--- config.mk ---
export PLATFORM = sky130hd
export DESIGN_NAME = outputs_sa_writer
export DESIGN_NICKNAME = d
export VERILOG_FILES = /design/src/rtl/outputs_sa_writer.sv
export SDC_FILE = /design/constraint.sdc
export NUM_CORES = 1
export LEC_CHECK = 0
export CORE_UTILIZATION = 50
export DETAILED_ROUTE_END_ITERATION = 8
export PLACE_DENSITY = 0.69
export SLEW_MARGIN = 20
export SYNTH_ARGS = -nofsm -noshare
export SYNTH_HDL_FRONTEND = slang
export SYNTH_SLANG_ARGS = --single-unit
--- constraint.sdc ---
create_clock -name i_clk -period 12.29 [get_ports i_clk]
set_input_delay 2.458 -clock i_clk [delete_from_list [all_inputs] [get_ports i_clk]]
set_output_delay 2.458 -clock i_clk [all_outputs]
set_load 0.01 [all_outputs]
--- src/rtl/outputs_sa_writer.sv ---
// Write-back stage for systolic-array results: packs signed 8-bit elements into
// four 16-bit lanes per 64-bit word and streams the words to SRAM through a small FIFO.
module outputs_sa_writer #(
  parameter int ADR_W      = 16,
  parameter int SRAM_W     = 64,
  parameter int FIFO_DEPTH = 2
) (
  input  logic              i_clk,
  input  logic              i_rstn,
  input  logic              outputs_start,
  input  logic [6:0]        out_ch,
  input  logic [7:0]        out_height,
  input  logic [7:0]        out_width,
  input  logic              res_valid,
  input  logic [7:0]        res_data,
  output logic              res_ready,
  output logic              o_sram_wren,
  output logic [ADR_W-1:0]  o_sram_addr,
  output logic [SRAM_W-1:0] o_sram_wdata,
  input  logic              i_sram_gnt,
  output logic              finished_write,
  output logic              busy_o
);

  localparam int PW = (FIFO_DEPTH > 1) ? $clog2(FIFO_DEPTH) : 1;
  localparam int CW = PW + 1;
  localparam logic [CW-1:0] FIFO_FULL_CNT = CW'(FIFO_DEPTH);

  typedef enum logic [1:0] {IDLE, RUN, DRAIN, DONE} state_t;

  state_t            state_q, state_d;
  logic [ADR_W-1:0]  base_q, widx_q;
  logic [15:0]       total_q, cnt_q;
  logic [1:0]        lane_q;
  logic [SRAM_W-1:0] pack_q;
  logic [PW-1:0]     wptr_q, rptr_q;
  logic [CW-1:0]     fcount_q;
  logic [SRAM_W-1:0] fifo_mem [FIFO_DEPTH];

  logic              fifo_full, fifo_empty;
  logic              accept, last_elem, push, pop, start_hit;
  logic [15:0]       elem_sext;
  logic [SRAM_W-1:0] merged;
  logic [31:0]       base_prod;
  logic [ADR_W-1:0]  base_calc;
  logic [15:0]       total_calc;

  assign fifo_full  = (fcount_q == FIFO_FULL_CNT);
  assign fifo_empty = (fcount_q == '0);
  assign res_ready  = (state_q == RUN) && !fifo_full;
  assign accept     = res_valid && res_ready;
  assign last_elem  = ((cnt_q + 16'd1) == total_q);
  assign push       = accept && ((lane_q == 2'd3) || last_elem);
  assign pop        = !fifo_empty && i_sram_gnt;
  assign start_hit  = (state_q == IDLE) && outputs_start;
  assign elem_sext  = {{8{res_data[7]}}, res_data};

  // Channel base: each channel occupies height*width elements, four per word.
  assign base_prod  = (32'(out_ch) - 32'd1) * 32'(out_height) * 32'(out_width);
  assign base_calc  = ADR_W'(base_prod >> 2);
  assign total_calc = 16'(out_height) * 16'(out_width);

  // Current element overlays its lane; untouched lanes keep the pack register.
  generate
    for (genvar gi = 0; gi < 4; gi++) begin : g_lane
      assign merged[16*gi +: 16] = (lane_q == 2'(gi)) ? elem_sext : pack_q[16*gi +: 16];
    end
  endgenerate

  always_ff @(posedge i_clk) begin
    if (!i_rstn) state_q <= IDLE;
    else         state_q <= state_d;
  end

  always_comb begin
    state_d = state_q;
    case (state_q)
      IDLE:    if (outputs_start) state_d = (total_calc == 16'd0) ? DONE : RUN;
      RUN:     if (accept && last_elem) state_d = DRAIN;
      DRAIN:   if (fifo_empty) state_d = DONE;
      DONE:    if (!outputs_start) state_d = IDLE;
      default: state_d = IDLE;
    endcase
  end

  always_ff @(posedge i_clk) begin
    if (!i_rstn) begin
      base_q   <= '0;
      widx_q   <= '0;
      total_q  <= '0;
      cnt_q    <= '0;
      lane_q   <= '0;
      pack_q   <= '0;
      wptr_q   <= '0;
      rptr_q   <= '0;
      fcount_q <= '0;
    end else begin
      if (pop) begin
        rptr_q <= rptr_q + 1'b1;
        widx_q <= widx_q + 1'b1;
      end
      if (push) wptr_q <= wptr_q + 1'b1;
      case ({push, pop})
        2'b10:   fcount_q <= fcount_q + 1'b1;
        2'b01:   fcount_q <= fcount_q - 1'b1;
        default: fcount_q <= fcount_q;
      endcase
      if (start_hit) begin
        base_q  <= base_calc;
        total_q <= total_calc;
        widx_q  <= '0;
        cnt_q   <= '0;
        lane_q  <= '0;
        pack_q  <= '0;
      end else if (accept) begin
        cnt_q <= cnt_q + 16'd1;
        if (push) begin
          lane_q <= '0;
          pack_q <= '0;
        end else begin
          lane_q <= lane_q + 2'd1;
          pack_q <= merged;
        end
      end
    end
  end

  // Word storage has no reset; the empty flag masks stale contents on the output.
  always_ff @(posedge i_clk) begin
    if (push) fifo_mem[wptr_q] <= merged;
  end

  assign o_sram_wren    = !fifo_empty;
  assign o_sram_wdata   = fifo_empty ? '0 : fifo_mem[rptr_q];
  assign o_sram_addr    = base_q + widx_q;
  assign finished_write = (state_q == DONE);
  assign busy_o         = (state_q != IDLE);

endmodule

==> results of run 1 <==
==> sequential cells by signal, indices dropped and copies added, names as in the netlist, named ones only <==
signal and cells:
cnt_q 16, total_q 16, rptr_q 1, base_q 16, wptr_q 1, widx_q 16, fifo_mem 128, lane_q 2
state_q 2, pack_q 64, fcount_q 2
==> cell type report <==
cell class | count | share of cell area
inverter | 258 | 0.0443
sequential | 265 | 0.302
clock inverter | 7 | 0.00241
clock buffer | 41 | 0.0328
tap | 511 | 0.0293
multi-input combinational | 1442 | 0.528
timing repair buffer | 140 | 0.0617
==> worst min-delay path by stage <==
stage	to
finish	pack_q[62]$_SDFFE_PP0P_
global route	pack_q[61]$_SDFFE_PP0P_
CTS	pack_q[61]$_SDFFE_PP0P_
detailed placement	pack_q[61]$_SDFFE_PP0P_
global placement	pack_q[58]$_SDFFE_PP0P_
floorplan	pack_q[55]$_SDFFE_PP0P_
==> layer usage <==
layer,GRT usage,vias up,part of all wire
li1,-,6892,-
met1,0.274,6848,0.46
met2,0.368,253,0.49
met3,0.0164,43,0.034
met4,0.0425,0,0.015
met5,0,-,0
==> per-stage QoR <==
stage          utilization  setup WS (ns)  instance area (um2)  hold slack, ns  instances
2_1_floorplan            -           1.25                19400           0.419       2059
3_3_place_gp         0.556          0.537                21100           0.425       2616
3_5_place_dp         0.556          0.286                21100           0.429       2616
4_1_cts              0.576          0.799                21800           0.438       2664
5_1_grt              0.576          0.226                21800           0.447       2664
6_report             0.576          0.802                21800           0.438       2664
==> cells by family after synthesis <==
kind of cell | synth area share
compound gates | 0.0826
simple gates | 0.170
flops | 0.339
buf+inv | 0.0692
xor+xnor | 0.0476
mux | 0.0519
fa+ha+maj | 0.240
==> cells in the mapped netlist (all sizes together), types with 25 or more instances <==
| cell | count | area (um2) |
|---|---|---|
| nor2b | 32 | 200 |
| nand3 | 25 | 135 |
| a21oi | 44 | 224 |
| inv | 258 | 968 |
| edfxtp | 128 | 3840 |
| dfxtp | 137 | 2740 |
| o21ai | 91 | 455 |
| nand2 | 215 | 810 |
| ha | 140 | 1750 |
| nor2 | 220 | 826 |
| mux2i | 66 | 661 |
| xnor2 | 60 | 526 |
| mux2 | 31 | 349 |
| and2 | 117 | 732 |
| clkbuf | 76 | 285 |
| xor2 | 43 | 377 |
| a31oi | 32 | 200 |
| fa | 146 | 2920 |
==> tightest hold or removal path, cell delays in order (launching register included) <==
cell     delay, ns
dfxtp_1       0.30
inv_1         0.05
nor3_1        0.04
==> cells in the final DEF, fill, tap and decap left out, types with 3 or more instances in the layout <==
| master | netlist | final |
|---|---|---|
| edfxtp_1 | 128 | 128 |
| a21boi_0 | 13 | 13 |
| o21ai_0 | 90 | 90 |
| a21oi_1 | 43 | 43 |
| clkdlybuf4s50_1 | 0 | 119 |
| and3_1 | 6 | 6 |
| nand2b_1 | 8 | 8 |
| inv_1 | 257 | 257 |
| nor2b_1 | 32 | 32 |
| nor3_1 | 24 | 24 |
| buf_4 | 0 | 21 |
| o211ai_1 | 4 | 4 |
| a2bb2oi_1 | 21 | 21 |
| clkbuf_16 | 0 | 26 |
| nor2_1 | 220 | 218 |
| mux2i_1 | 66 | 66 |
| o31ai_1 | 5 | 5 |
| o41ai_1 | 4 | 4 |
| nand2_1 | 214 | 213 |
| nand3_1 | 23 | 23 |
| nor4_1 | 5 | 5 |
| xnor2_1 | 60 | 60 |
| and2_1 | 116 | 114 |
| clkbuf_1 | 76 | 14 |
| ha_1 | 140 | 140 |
| mux2_2 | 31 | 31 |
| a31oi_1 | 32 | 32 |
| xor2_1 | 43 | 43 |
| a211oi_1 | 5 | 5 |
| clkinv_2 | 0 | 3 |
| nand4_1 | 10 | 10 |
| or2_2 | 9 | 9 |
| o21a_1 | 4 | 4 |
| or3_1 | 11 | 11 |
| o211a_1 | 4 | 4 |
| dfxtp_1 | 137 | 136 |
| nand3b_1 | 4 | 4 |
| fa_1 | 146 | 146 |
| a21o_1 | 11 | 11 |
| nor3b_1 | 5 | 5 |
==> results by group, run 1 <==
Outcome
  – Outcome: completed

Timing
  – Unrepaired setup endpoints after global routing: false
  – Worst-Margin Slew: 1.06 ns
  – Rel. slew slack: 0.293
  – Final Hold Fails: 0
  – Max-slew violation count: 0
  – Finish-stage setup viols: 0
  – Fin Setup TNS: 0 ns
  – Max Clk Rate: 87.1 MHz
  – Final period utilization: 0.935
  – Clock Skews: 0.0295 ns
  – Final min period: 11.49 ns

Finish
  – Layout fillers: 3306
  – Reg area: 6590 um2
  – Antenna diode count: 0
  – Share of cells above drive strength 1: 0.0516
  – Area grow syn2layout: 12.4%
  – Multi-input logic area: 11500 um2
  – Nets@finish: ~2500

Worst setup path
  – Largest stage delay on the critical path: 0.55 ns
  – CP most frequent cell: fa_1
  – Startpoint types: input port
  – Critical path class: in2reg
  – CP Depth: 35
  – Arrival time at the worst endpoint: 11.90 ns
  – Family with the most delay on the worst path: adder cells
  – R2r worst-path depth: 10
  – Worst R2R Setup Slack: 6.95 ns
  – Worst r2r src: cnt_q[8]$_SDFFE_PP0P_
  – Critical path peak fanout: 9
  – CP Launch Point: out_ch[4]
  – WP data required: 12.70 ns
  – Slowest-stage cell, CP: fa_1
  – Crit path to: base_q[15]$_SDFFE_PN0P_
  – Bufs and invs on worst path: 7
  – R2R Path End: fifo_mem[0][5]$_DFFE_PP_
  – Setup crit end kind: flip-flop

Synthesis
  – Unique masters post-synth: 66
  – Post-synth EDFFs: 128
  – FF+latch count, synth: 265
  – Synth Cell Area: 19400 um2
  – Post-Syn Instances: 2059
  – Syn Nets: 2381
  – Syn Area/Cell: 9.44 um2
  – Main synth FF type: dfxtp_1
  – Seq/Total Area, Yosys: 0.339
  – Ys Warns: 0
  – Ys async rst share: 0

Drt
  – First-pass DRT Iterations: 5
  – ANT nets after route: 0
  – WL/cell: 15.1 um
  – Vias per cell: 5.27
  – Vias post-DR: ~14000
  – Post-route DRC violation count: 0
  – Iter 0 DRT Violations: 617
  – Post-detailed-routing wire length: 40300 um

Clock network
  – Worst-path clk slew: 0.07 ns
  – CTS tree: yes
  – Clk Latency, worst-skew pair: between 0.5 and 0.6 ns
  – # hold bufs at CTS: 0
  – Root Driver: clkbuf_16
  – Post-CTS setup repair buffer count: 0
  – H-tree Lvls: 1
  – Clock sink count: 265
  – Num CTS Buffers: 26
  – Buffer depth of the longest clock path: 3
  – PostCTS Resize Cnt: 0

Global route
  – Tot GR Track Use: 0.207
  – Initial antenna violation count: 0
  – GRT overflow: 0
  – Number of global-route vias before repair: 13800
  – First-pass GRT wire length: approximately 67000 um
  – Largest net degree at the start of global routing: 85

Min path
  – Worst hold path cell count: 2
  – Hold WC Path Type: reg2reg
  – Worst min-delay path startpoint: pack_q[62]$_SDFFE_PP0P_

Die
  – Initial core utilization: 0.513
  – Top Ports: 120
  – CORE AREA: around 38000 um2
  – Die height: 199 um
  – Rows: 71
  – Width of the chip: approximately 200 um
  – Die area: a little under 40000 um2

Run
  – Max-cap viol count: 0

Placed design
  – Port bufs: 119
  – RePlAce Congestion: 0.851
  – Hpwl dp: 29400 um
Power of run 1 is not shown: default switching activity piles up to over one toggle a cycle in this logic, so the estimate is an artifact.
==> run 2: changes to the inputs <==
--- a/config.mk
+++ b/config.mk
@@ -8,6 +8,7 @@
 export CORE_UTILIZATION = 50
 export DETAILED_ROUTE_END_ITERATION = 8
 export PLACE_DENSITY = 0.69
+export REMOVE_ABC_BUFFERS = 1
 export SLEW_MARGIN = 20
 export SYNTH_ARGS = -nofsm -noshare
 export SYNTH_HDL_FRONTEND = slang
==> run 2 against run 1 <==
Compared with the run above: via count grew 1.1%; cell area grew 0.63%; sequential share of layout area shrank 0.19 points; flip-flop and latch count is the same; fmax shrank 0.20%.
==> results by group, run 2 (same netlist as run 1, synthesis figures left out) <==
Outcome
  – Outcome: completed

Die
  – Width of the chip: 199 um (unchanged)
  – Die area: 39700 um2 (unchanged)
  – Die height: 199 um (unchanged)
  – Top Ports: 120 (unchanged)
  – Initial core utilization: 0.513 (unchanged)
  – Rows: 71 (unchanged)
  – CORE AREA: 37900 um2 (unchanged)

Global route
  – Number of global-route vias before repair: 14200 (+3.1%)
  – Tot GR Track Use: 0.206 (-0.000423)
  – First-pass GRT wire length: 66900 um (about the same)
  – Largest net degree at the start of global routing: 93 (+9.4%)
  – Initial antenna violation count: 0 (unchanged)
  – GRT overflow: 0 (unchanged)

Finish
  – Nets@finish: 2458 (+0.12%)
  – Layout fillers: 3277 (-0.88%)
  – Most common cell after layout, fill and taps aside: inv_1
  – Most frequent cells in the layout: inv_1 (257), nor2_1 (218), nand2_1 (213), fa_1 (146), ha_1 (140)
  – Share of cells above drive strength 1: 0.0557 (+0.00415)
  – Area grow syn2layout: 13.1%
  – Reg with most FFs: fifo_mem
  – Antenna diode count: 0 (unchanged)
  – Finished Cell Area: 22000 um2 (+0.63%)
  – Max FFs per register: 128 (unchanged)
  – Top Registers: fifo_mem: 128 flops, pack_q: 64 flops
  – Finished Layout Cells: 2665 (+0.038%)

Clock network
  – Root Driver: clkbuf_16
  – PostCTS Resize Cnt: 0 (unchanged)
  – Clock sink count: 265 (unchanged)
  – Post-CTS setup repair buffer count: 0 (unchanged)
  – Num CTS Buffers: 25 (-3.8%)
  – CTS tree: yes
  – Clk Latency, worst-skew pair: 0.52 ns (-0.02 ns)
  – H-tree Lvls: 1 (unchanged)
  – Buffer depth of the longest clock path: 3 (unchanged)
  – # hold bufs at CTS: 0 (unchanged)
  – Worst-path clk slew: 0.06 ns (about the same)

Worst setup path
  – Arrival time at the worst endpoint: 11.93 ns (+0.03 ns)
  – Slowest-stage cell, CP: fa_1
  – Setup crit end kind: flip-flop
  – CP most frequent cell: fa_1
  – Critical path peak fanout: 9 (unchanged)
  – CP Launch Point: out_ch[2]
  – Startpoint types: input port
  – Critical path class: in2reg
  – Largest stage delay on the critical path: 0.54 ns (about the same)
  – WP data required: 12.71 ns (about the same)
  – Worst r2r src: cnt_q[8]$_SDFFE_PP0P_

Placed design
  – RePlAce Congestion: 0.860 (+1.0%)
  – Dpl cells: 2620 (+0.15%)
  – Placed cell area: 21100 um2 (+0.20%)
  – Hpwl dp: 28300 um (-3.7%)
  – Port bufs: 119 (unchanged)

Drt
  – Vias per cell: 5.32 (+1.0%)
  – First-pass DRT Iterations: 6 (+1)
  – Post-detailed-routing wire length: 39600 um (-1.7%)
  – Iter 0 DRT Violations: 566 (-8.3%)
  – ANT nets after route: 0 (unchanged)
  – Post-route DRC violation count: 0 (unchanged)
  – WL/cell: 14.9 um (-1.8%)
  – Vias post-DR: 14200 (+1.1%)

Timing
  – Unrepaired setup endpoints after global routing: false
  – Rel. slew slack: 0.282 (-0.0111)
  – Fin Setup TNS: 0 ns (unchanged)
  – Final min period: 11.51 ns (+0.0225 ns)
  – Worst Hold Slack: 0.438 ns (+0.000142 ns)
  – Final period utilization: 0.937 (+0.00183)
  – Finish-stage setup viols: 0 (unchanged)
  – Final Hold Fails: 0 (unchanged)
  – Max Clk Rate: 86.9 MHz (-0.20%)
  – Worst-Margin Slew: 1.07 ns (+0.0166 ns)
  – Clock Skews: 0.0110 ns (-0.0186 ns)
  – Max-slew violation count: 0 (unchanged)

Min path
  – Worst min-delay path startpoint: pack_q[59]$_SDFFE_PP0P_
  – Hold WC Path Type: reg2reg

Run
  – Max-cap viol count: 0 (unchanged)
==> run 2: cell count changes in the layout (fill, tap and decap cells not counted), sizes merged <==
| cell | previous run | this run |
|---|---|---|
| buf | 21 | 25 |
| bufinv | 0 | 5 |
| clkbuf | 41 | 31 |
| clkinv | 6 | 7 |
| clkinvlp | 0 | 2 |
| inv | 259 | 258 |
==> run 2: cell type report <==
cell class / instances / area (um2) / area share
flip-flops and latches: 265 / 6590 / 0.300
multi-input cells: 1442 / 11500 / 0.525
well taps: 511 / 639 / 0.0291
clock inverters: 14 / 196 / 0.00893
clock buffers: 31 / 668 / 0.0304
inverters: 258 / 968 / 0.0440
repair buffers: 144 / 1390 / 0.0633
==> run 2: final timing paths <==
kind,slack [ns],to,depth (start not counted)
max,0.78,base_q[15]$_SDFFE_PN0P_,35
min,0.44,pack_q[59]$_SDFFE_PP0P_,2
max reg2reg,7.40,fifo_mem[0][1]$_DFFE_PP_,10
min reg2reg,0.44,pack_q[59]$_SDFFE_PP0P_,2
==> run 2: worst max-delay path, delay by kind of cell <==
family	cells	cell delay, ns
fa+ha+maj	10	4.48
simple gates	8	1.97
compound gates	9	1.97
buf+inv	7	0.77
xor+xnor	1	0.28
==> run 2: metal layers <==
| metal | part of all wire | GRT usage | vias to the layer above |
|---|---|---|---|
| met5 | 0 | 0 | - |
| met4 | 0.019 | 0.0501 | 0 |
| met3 | 0.045 | 0.0159 | 45 |
| met2 | 0.50 | 0.380 | 331 |
| met1 | 0.44 | 0.260 | 6905 |
| li1 | - | - | 6905 |
==> run 2: through the flow <==
stage	worst slack, ns	util
3_5_place_dp	0.338	0.557
3_3_place_gp	0.561	0.556
2_1_floorplan	1.27	-
4_1_cts	0.860	0.580
5_1_grt	0.168	0.580
6_report	0.780	0.580
Power of run 2 is left out for the same reason.
